==> src/rtl/halt_bcast_r.sv <==
// Pipelined halt broadcast: registered fan-out tree to WIDTH lanes, registered AND/OR
// ack-collection trees, and a req/ack handshake FSM with timeout.
module halt_bcast_r #(
    parameter int WIDTH       = 8,
    parameter int FANOUT      = 6,
    parameter int ACK_TIMEOUT = 255
) (
    input  logic             clk,
    input  logic             rst_n,
    input  logic             halt_req,
    output logic             halt_ack,
    output logic             halt_timeout,
    output logic             busy,
    output logic [WIDTH-1:0] lane_halt,
    input  logic [WIDTH-1:0] lane_ack
);

    function automatic int calc_levels(int w, int f);
        int n = 1;
        int p = f;
        while (p < w) begin
            p = p * f;
            n++;
        end
        return n;
    endfunction

    function automatic int ipow(int b, int e);
        int r = 1;
        for (int i = 0; i < e; i++) r = r * b;
        return r;
    endfunction

    function automatic int cdiv(int a, int b);
        return (a + b - 1) / b;
    endfunction

    localparam int L    = calc_levels(WIDTH, FANOUT);
    localparam int CMAX = (L > ACK_TIMEOUT) ? L : ACK_TIMEOUT;
    localparam int CW   = $clog2(CMAX + 1);
    localparam logic [CW-1:0] L_LAST  = CW'(L - 1);
    localparam logic [CW-1:0] TO_LAST = CW'(ACK_TIMEOUT);

    typedef enum logic [2:0] {
        S_IDLE, S_DRIVE, S_WAIT_ACK, S_HELD, S_RELEASE, S_WAIT_CLR
    } state_t;

    state_t          state_q, state_d;
    logic            src_q, src_d;
    logic [CW-1:0]   cnt_q, cnt_d;
    logic            halt_ack_q, halt_ack_d;
    logic            timeout_q, timeout_d;
    logic            busy_q, busy_d;
    logic            ack_all, ack_any;

    // Fan-out tree: level k holds ceil(WIDTH/FANOUT^(L-k)) copies; node j feeds from j/FANOUT.
    for (genvar k = 1; k <= L; k++) begin : g_fo
        localparam int N = cdiv(WIDTH, ipow(FANOUT, L - k));
        logic [N-1:0] q;
        logic [N-1:0] d;
        for (genvar j = 0; j < N; j++) begin : g_n
            if (k == 1) begin : g_root
                assign d[j] = src_q;
            end else begin : g_int
                assign d[j] = g_fo[k-1].q[j/FANOUT];
            end
        end
        always_ff @(posedge clk or negedge rst_n) begin
            if (!rst_n) q <= '0;
            else        q <= d;
        end
    end

    // Ack trees: level k reduces groups of up to FANOUT nodes from level k-1 (level 0 = lane_ack).
    for (genvar k = 1; k <= L; k++) begin : g_ak
        localparam int M  = cdiv(WIDTH, ipow(FANOUT, k));
        localparam int MP = cdiv(WIDTH, ipow(FANOUT, k - 1));
        logic [M-1:0] and_q, or_q;
        logic [M-1:0] and_d, or_d;
        for (genvar j = 0; j < M; j++) begin : g_n
            localparam int LO = j * FANOUT;
            localparam int HI = (((LO + FANOUT) < MP) ? (LO + FANOUT) : MP) - 1;
            if (k == 1) begin : g_leaf
                assign and_d[j] = &lane_ack[HI:LO];
                assign or_d[j]  = |lane_ack[HI:LO];
            end else begin : g_int
                assign and_d[j] = &g_ak[k-1].and_q[HI:LO];
                assign or_d[j]  = |g_ak[k-1].or_q[HI:LO];
            end
        end
        always_ff @(posedge clk or negedge rst_n) begin
            if (!rst_n) begin
                and_q <= '0;
                or_q  <= '0;
            end else begin
                and_q <= and_d;
                or_q  <= or_d;
            end
        end
    end

    assign ack_all = g_ak[L].and_q[0];
    assign ack_any = g_ak[L].or_q[0];

    always_comb begin
        state_d   = state_q;
        src_d     = src_q;
        cnt_d     = cnt_q;
        timeout_d = timeout_q;
        case (state_q)
            S_IDLE: begin
                if (halt_req) begin
                    src_d     = 1'b1;
                    cnt_d     = '0;
                    timeout_d = 1'b0;
                    state_d   = S_DRIVE;
                end
            end
            S_DRIVE: begin
                if (!halt_req) begin
                    src_d   = 1'b0;
                    cnt_d   = '0;
                    state_d = S_RELEASE;
                end else if (cnt_q == L_LAST) begin
                    cnt_d   = '0;
                    state_d = S_WAIT_ACK;
                end else begin
                    cnt_d = cnt_q + CW'(1);
                end
            end
            S_WAIT_ACK: begin
                // An ack arriving on the timeout cycle counts as success.
                if (!halt_req) begin
                    src_d   = 1'b0;
                    cnt_d   = '0;
                    state_d = S_RELEASE;
                end else if (ack_all) begin
                    state_d = S_HELD;
                end else if (cnt_q == TO_LAST) begin
                    timeout_d = 1'b1;
                    state_d   = S_HELD;
                end else begin
                    cnt_d = cnt_q + CW'(1);
                end
            end
            S_HELD: begin
                if (!halt_req) begin
                    src_d   = 1'b0;
                    cnt_d   = '0;
                    state_d = S_RELEASE;
                end
            end
            S_RELEASE: begin
                if (cnt_q == L_LAST) begin
                    cnt_d   = '0;
                    state_d = S_WAIT_CLR;
                end else begin
                    cnt_d = cnt_q + CW'(1);
                end
            end
            S_WAIT_CLR: begin
                if (!ack_any) begin
                    state_d = S_IDLE;
                end else if (cnt_q == TO_LAST) begin
                    timeout_d = 1'b1;
                    state_d   = S_IDLE;
                end else begin
                    cnt_d = cnt_q + CW'(1);
                end
            end
            default: state_d = S_IDLE;
        endcase
        busy_d     = (state_d != S_IDLE);
        halt_ack_d = (state_d == S_HELD) && ack_all;
    end

    always_ff @(posedge clk or negedge rst_n) begin
        if (!rst_n) begin
            state_q    <= S_IDLE;
            src_q      <= 1'b0;
            cnt_q      <= '0;
            halt_ack_q <= 1'b0;
            timeout_q  <= 1'b0;
            busy_q     <= 1'b0;
        end else begin
            state_q    <= state_d;
            src_q      <= src_d;
            cnt_q      <= cnt_d;
            halt_ack_q <= halt_ack_d;
            timeout_q  <= timeout_d;
            busy_q     <= busy_d;
        end
    end

    assign lane_halt    = g_fo[L].q;
    assign halt_ack     = halt_ack_q;
    assign halt_timeout = timeout_q;
    assign busy         = busy_q;

endmodule

==> config.mk <==
export PLATFORM = sky130hd
export DESIGN_NAME = halt_bcast_r
export DESIGN_NICKNAME = d
export VERILOG_FILES = /design/src/rtl/halt_bcast_r.sv
export SDC_FILE = /design/constraint.sdc
export NUM_CORES = 1
export LEC_CHECK = 0
export ABC_AREA = 1
export BUFFER_PORTS_ARGS = -buffer_cell sky130_fd_sc_hd__buf_2
export CAP_MARGIN = 20
export CORE_AREA = 2 2 60 62
export CTS_CLUSTER_SIZE = 14
export DETAILED_ROUTE_END_ITERATION = 8
export DIE_AREA = 0 0 62 64
export PLACE_DENSITY_LB_ADDON = 0.12
export SLEW_MARGIN = 20
export SYNTH_ARGS = -nofsm -noshare
export SYNTH_HDL_FRONTEND = slang
export SYNTH_SLANG_ARGS = --single-unit
==> constraint.sdc <==
create_clock -name clk -period 2.85 [get_ports clk]
set_input_delay 0.57 -clock clk [delete_from_list [all_inputs] [get_ports clk]]
set_output_delay 0.57 -clock clk [all_outputs]
set_load 0.05 [all_outputs]
* After elaboration in Yosys (flattened, before gate mapping) *
Index checks and enable logic that the tools add are counted.

storage, ports and cells
  ROM bits = 0
  bits of input ports = 11
  bits in writable memories = 0
  output and inout port bits = 11
  bits in latches = 0
  register bits after elaboration = 23
  memories kept = 0

cells by class
  reduce and logical (&&, ||, !) cells = 16
  multipliers = 0
  muxes and demuxes = 29
  bitwise logic cells = 0
  shift operators = 0
  add/sub/neg operators = 1
  divide/modulo/power cells = 0
  magnitude comparators = 0
  equality and inequality tests = 15

operators with widths
  kind                                                  count
  two-way mux 8 bit                                     8
  one-hot mux 8 bit (6 select lines)                    1
  two-way mux 3 bit                                     10
  one-hot mux 3 bit (6 select lines)                    1
  inequality test 2 bit (second input constant)         6
  AND reduction 5 bit                                   2
  equality test 3 x 2 -> 1 bit (second input constant)  3
  adder 8 x 1 -> 8 bit (second input constant)          1
  equality test 8 x 1 -> 1 bit (second input constant)  1
  equality test 8 bit (second input constant)           1
  two-way mux 1 bit                                     7
  equality test 3 bit (second input constant)           2
  AND reduction 6 bit                                   1
  nonzero test 3 bit                                    2
  nonzero test 6 bit                                    1
  OR reduction 6 bit                                    1
  AND reduction 2 bit                                   2
  OR reduction 2 bit                                    2
  equality test 3 x 1 -> 1 bit (second input constant)  1
  logical NOT 3 bit                                     1
  inequality test 3 bit (second input constant)         1
  one-hot mux 1 bit (3 select lines)                    1
  AND reduction 3 bit                                   1
  OR reduction 3 bit                                    1
  other kinds (3)                                       3

* Logic depth before layout (Yosys ltp) *
  word-level depth = 7
  depth in mapped cells = 11
  mapped depth without buffers = 11

* Least setup slack after synthesis *
Ideal clock, no wire load.

  path type = register -> output
  start = register lane_halt[0] (netlist name)
  end = output lane_halt[1]
  cell stages (with the launch flop) = 2
  slack = 1284 ps
  arrival time = 996 ps
  data required time = 2280 ps
  path through = dfrtp_1 buf_4

RTL lines
  item       line  text
  to (decl)  14    output logic [WIDTH-1:0] lane_halt,

No word-level cell between the ends.

* Worst setup path after layout *
  start = register cnt_q[0]
  end = register busy_q (netlist: busy)

on the way
  word-level cells in the longest chain between the ends = 6
  elaborated cells on any way between the ends = 12
  those cells by class = eq/ne: 2; mux: 9; reduce/logical: 1

ends and longest elaborated chain
  item                                    line      text
  from (decl)                             50        logic [CW-1:0] cnt_q, cnt_d;
  from (signal assigned)                  188       cnt_q <= cnt_d;
  equality test 8 bit                     139, 164
  two-way mux 3 bit                       139       end else if (cnt_q == TO_LAST) begin
  two-way mux 3 bit                       137       end else if (ack_all) begin
  two-way mux 3 bit                       133       if (!halt_req) begin
  one-hot mux 3 bit (6 select lines) (*)  110       case (state_q)
  net state_d[2]                          48        state_t state_q, state_d;
  nonzero test 3 bit (*)                  173       busy_d = (state_d != S_IDLE);
  net busy_d                              53        logic busy_q, busy_d;
  to (signal assigned)                    191       busy_q <= busy_d;
  to (decl)                               53

The timed path passes the listed nets; every way through them passes the cells marked *.
A chain may end at the register's enable or synchronous reset.

==> flow_summary.json <==
{
  "area_growth_pct": 9.18,
  "cts_setup_buffers": 0,
  "yosysTopAreaCell": "dfrtp_1",
  "post-synth-top-count-cell": "nand2_1",
  "slew_violations": 0,
  "max_stage_delay_ns": 0.47,
  "critPathLaunchType": "flop",
  "syn_area_per_cell_um2": 7.62,
  "portBuffers": 21,
  "vdd_drop_max_mv": 0.363,
  "num_antenna_cells": 0,
  "path_common_cell": "nand3_1",
  "cts_root_buf": "clkbuf_4",
  "grt_pass1_vias": 1193,
  "hold_slack_ns": 0.205,
  "rows": 21,
  "cp_slowest_cell": "dfrtp_1",
  "grt_setup_unrepaired": "false",
  "yosys-top-cells-area": "dfrtp_1 (41%), nand2_1 (14%), nand3_1 (9.9%)",
  "synth_cell_type_count": 26,
  "die_h_um": 64,
  "core_um2": 3280,
  "timing.rr.start": "cnt_q[0]",
  "synth.top_cells.by_count": "nand2_1 (51), nand3_1 (28), dfrtp_1 (23)",
  "grt_usage_pct": 17.2,
  "finalHoldViolCount": 0,
  "ys_seq_area_share_pct": 40.6,
  "dp_hpwl_mm": 2.31,
  "wl_mm": 2.90,
  "cp_cell_sequence": "ha_1 -> nand2_1 -> nor2_1 -> nand3_1 -> nand2_1 -> nand3_1 -> nor2_1 -> nand3_1",
  "instances_no_fill": 249,
  "grt_overflow": 0,
  "slew_headroom_pct": 66.1,
  "path_delay_family": "simple AND/OR/NAND/NOR gates",
  "start_util_pct": 43.2,
  "drive_gt1_share_pct": 21.7,
  "clock_skew_ns": 0.00114,
  "setup_viol": 0,
  "clkLatencyLatePin_ns": 0.31,
  "synthFlopType": "dfrtp_1",
  "synth_top_area_share_pct": 40.6,
  "vias_per_cell": 4.92,
  "power.density_nw_per_um2": 926,
  "gp_congestion": 0.922,
  "holdBufCountCts": 0,
  "crit_fanout": 5,
  "r2r_slack_ns": 1.14,
  "required_ns": 3.06,
  "ys_ff_latch": 23,
  "min_path_type": "primary input to async pin",
  "synth_cells": 186,
  "cts_tree": "done",
  "cap_viol_max_count": 0,
  "r2r_cells": 8,
  "syn_nets": 199,
  "cts.repair.resized": 0,
  "tightest_slew_ns": 0.508,
  "synth_edf_count": 0,
  "io_pins": 22,
  "cts_sinks": 23,
  "endpoint_kind": "flop",
  "path_clk_slew_ns": 0.12,
  "path_buf_inv": 0,
  "grt_pass1_wl_mm": 5.16,
  "antenna_left": 0,
  "synthArstFlopShare_pct": 100,
  "cts_max_path_buffers": 2,
  "placed_cells": 245,
  "syn-cell-area_um2": 1420,
  "fill_cells": 329,
  "status": "complete, no violations",
  "nets": 217,
  "path_class": "flop to flop",
  "drc": 0,
  "antenna_found_initial": 0,
  "cts_buffers": 3,
  "drt_iter0_drc": 58,
  "worstPathArrival_ns": 1.92,
  "setup_tns_ns": 0,
  "p_leak_nw": 0.862,
  "drt-pass1-iter-count": 4,
  "fmax_mhz": 584,
  "dieArea_um2": 3970,
  "vias": 1225,
  "reg2reg_to": "busy",
  "die_x_um": 62,
  "fin_crit_ns": 1.71,
  "htree_levels": 1,
  "routedWlPerCell_um": 11.6,
  "grt_max_degree": 24,
  "ys_warn_count": 0,
  "min_period_over_period_pct": 60.0
}
[power breakdown]
part           internal (W)  switching, W
Sequential         0.000387     0.0000849
Clock             0.0000525     0.0000987
Combinational      0.000220      0.000590
[how the worst max path moves through the flow]
stage / startpoint / end / slack (ns) / cells past startpoint
2_1_floorplan: lane_halt[0] / lane_halt[1] / 1.28 / 1
3_3_place_gp: cnt_q[0] / busy / 1.21 / 8
3_5_place_dp: cnt_q[0] / busy / 1.18 / 8
4_1_cts: cnt_q[0] / busy / 1.16 / 8
5_1_grt: cnt_q[0] / busy / 0.93 / 8
6_report: cnt_q[0] / busy / 1.14 / 8
[logic make-up (layout without fill, tap and decap cells)]
logic type	count (synthesis)	in the layout	synth area share, %
XOR/XNOR	2	2	1.24
adder cells (fa/ha/maj)	2	2	1.76
AO/OA/AOI/OAI	11	11	4.85
flip-flops	23	23	40.6
buffers and inverters	34	51	11.1
AND/OR/NAND/NOR	114	114	40.4
[cells in the final DEF (no fill, tap or decap), drive strengths merged]
cell,n
or2,2
nand3,32
nor3,1
buf,21
nand2,54
ha,2
clkinv,1
nand4,5
nor4,1
o22ai,1
o21bai,1
o21a,1
clkbuf,3
dfrtp,23
nor2,19
xor2,2
a21oi,2
o21ai,5
inv,26
o211ai,1
[area by class of cell]
class	count	area (um^2)	share of cell area, %
Multi-Input combinational cell	129	684	44.2
Sequential cell	23	576	37.2
Timing Repair Buffer	21	105	6.79
Inverter	26	97.6	6.31
Tap cell	46	57.6	3.72
Clock buffer	3	22.5	1.46
Clock inverter	1	5.00	0.323
[state kept, by name, indices dropped and copies added, names as in the netlist]
register	cells
halt_ack	1
ack_any	1
ack_all	1
halt_timeout	1
state_q	3
g_ak.or_q	2
src_q	1
g_fo.q	1
busy	1
lane_halt	1
g_ak.and_q	2
cnt_q	8
[per-layer routing]
metal	global-route usage [%]	routed length, um	up-vias
li1	-	-	620
met1	24.8	1400	565
met2	25.9	1340	36
met3	2.63	119	4
met4	5.85	38	0
met5	0	0	-
[stage by stage]
step / power, W / worst slack [ns] / utilization, % / area [um^2]
after floorplan: 0.00119 / 1.28 / - / 1420
after CTS: 0.00145 / 1.16 / 47.1 / 1550
after global routing: 0.00155 / 0.926 / 47.1 / 1550
after global placement: 0.00128 / 1.21 / 46.3 / 1520
final: 0.00143 / 1.14 / 47.1 / 1550
after detailed placement: 0.00129 / 1.18 / 46.3 / 1520
Note: power is estimated with default switching activity, not from simulation.
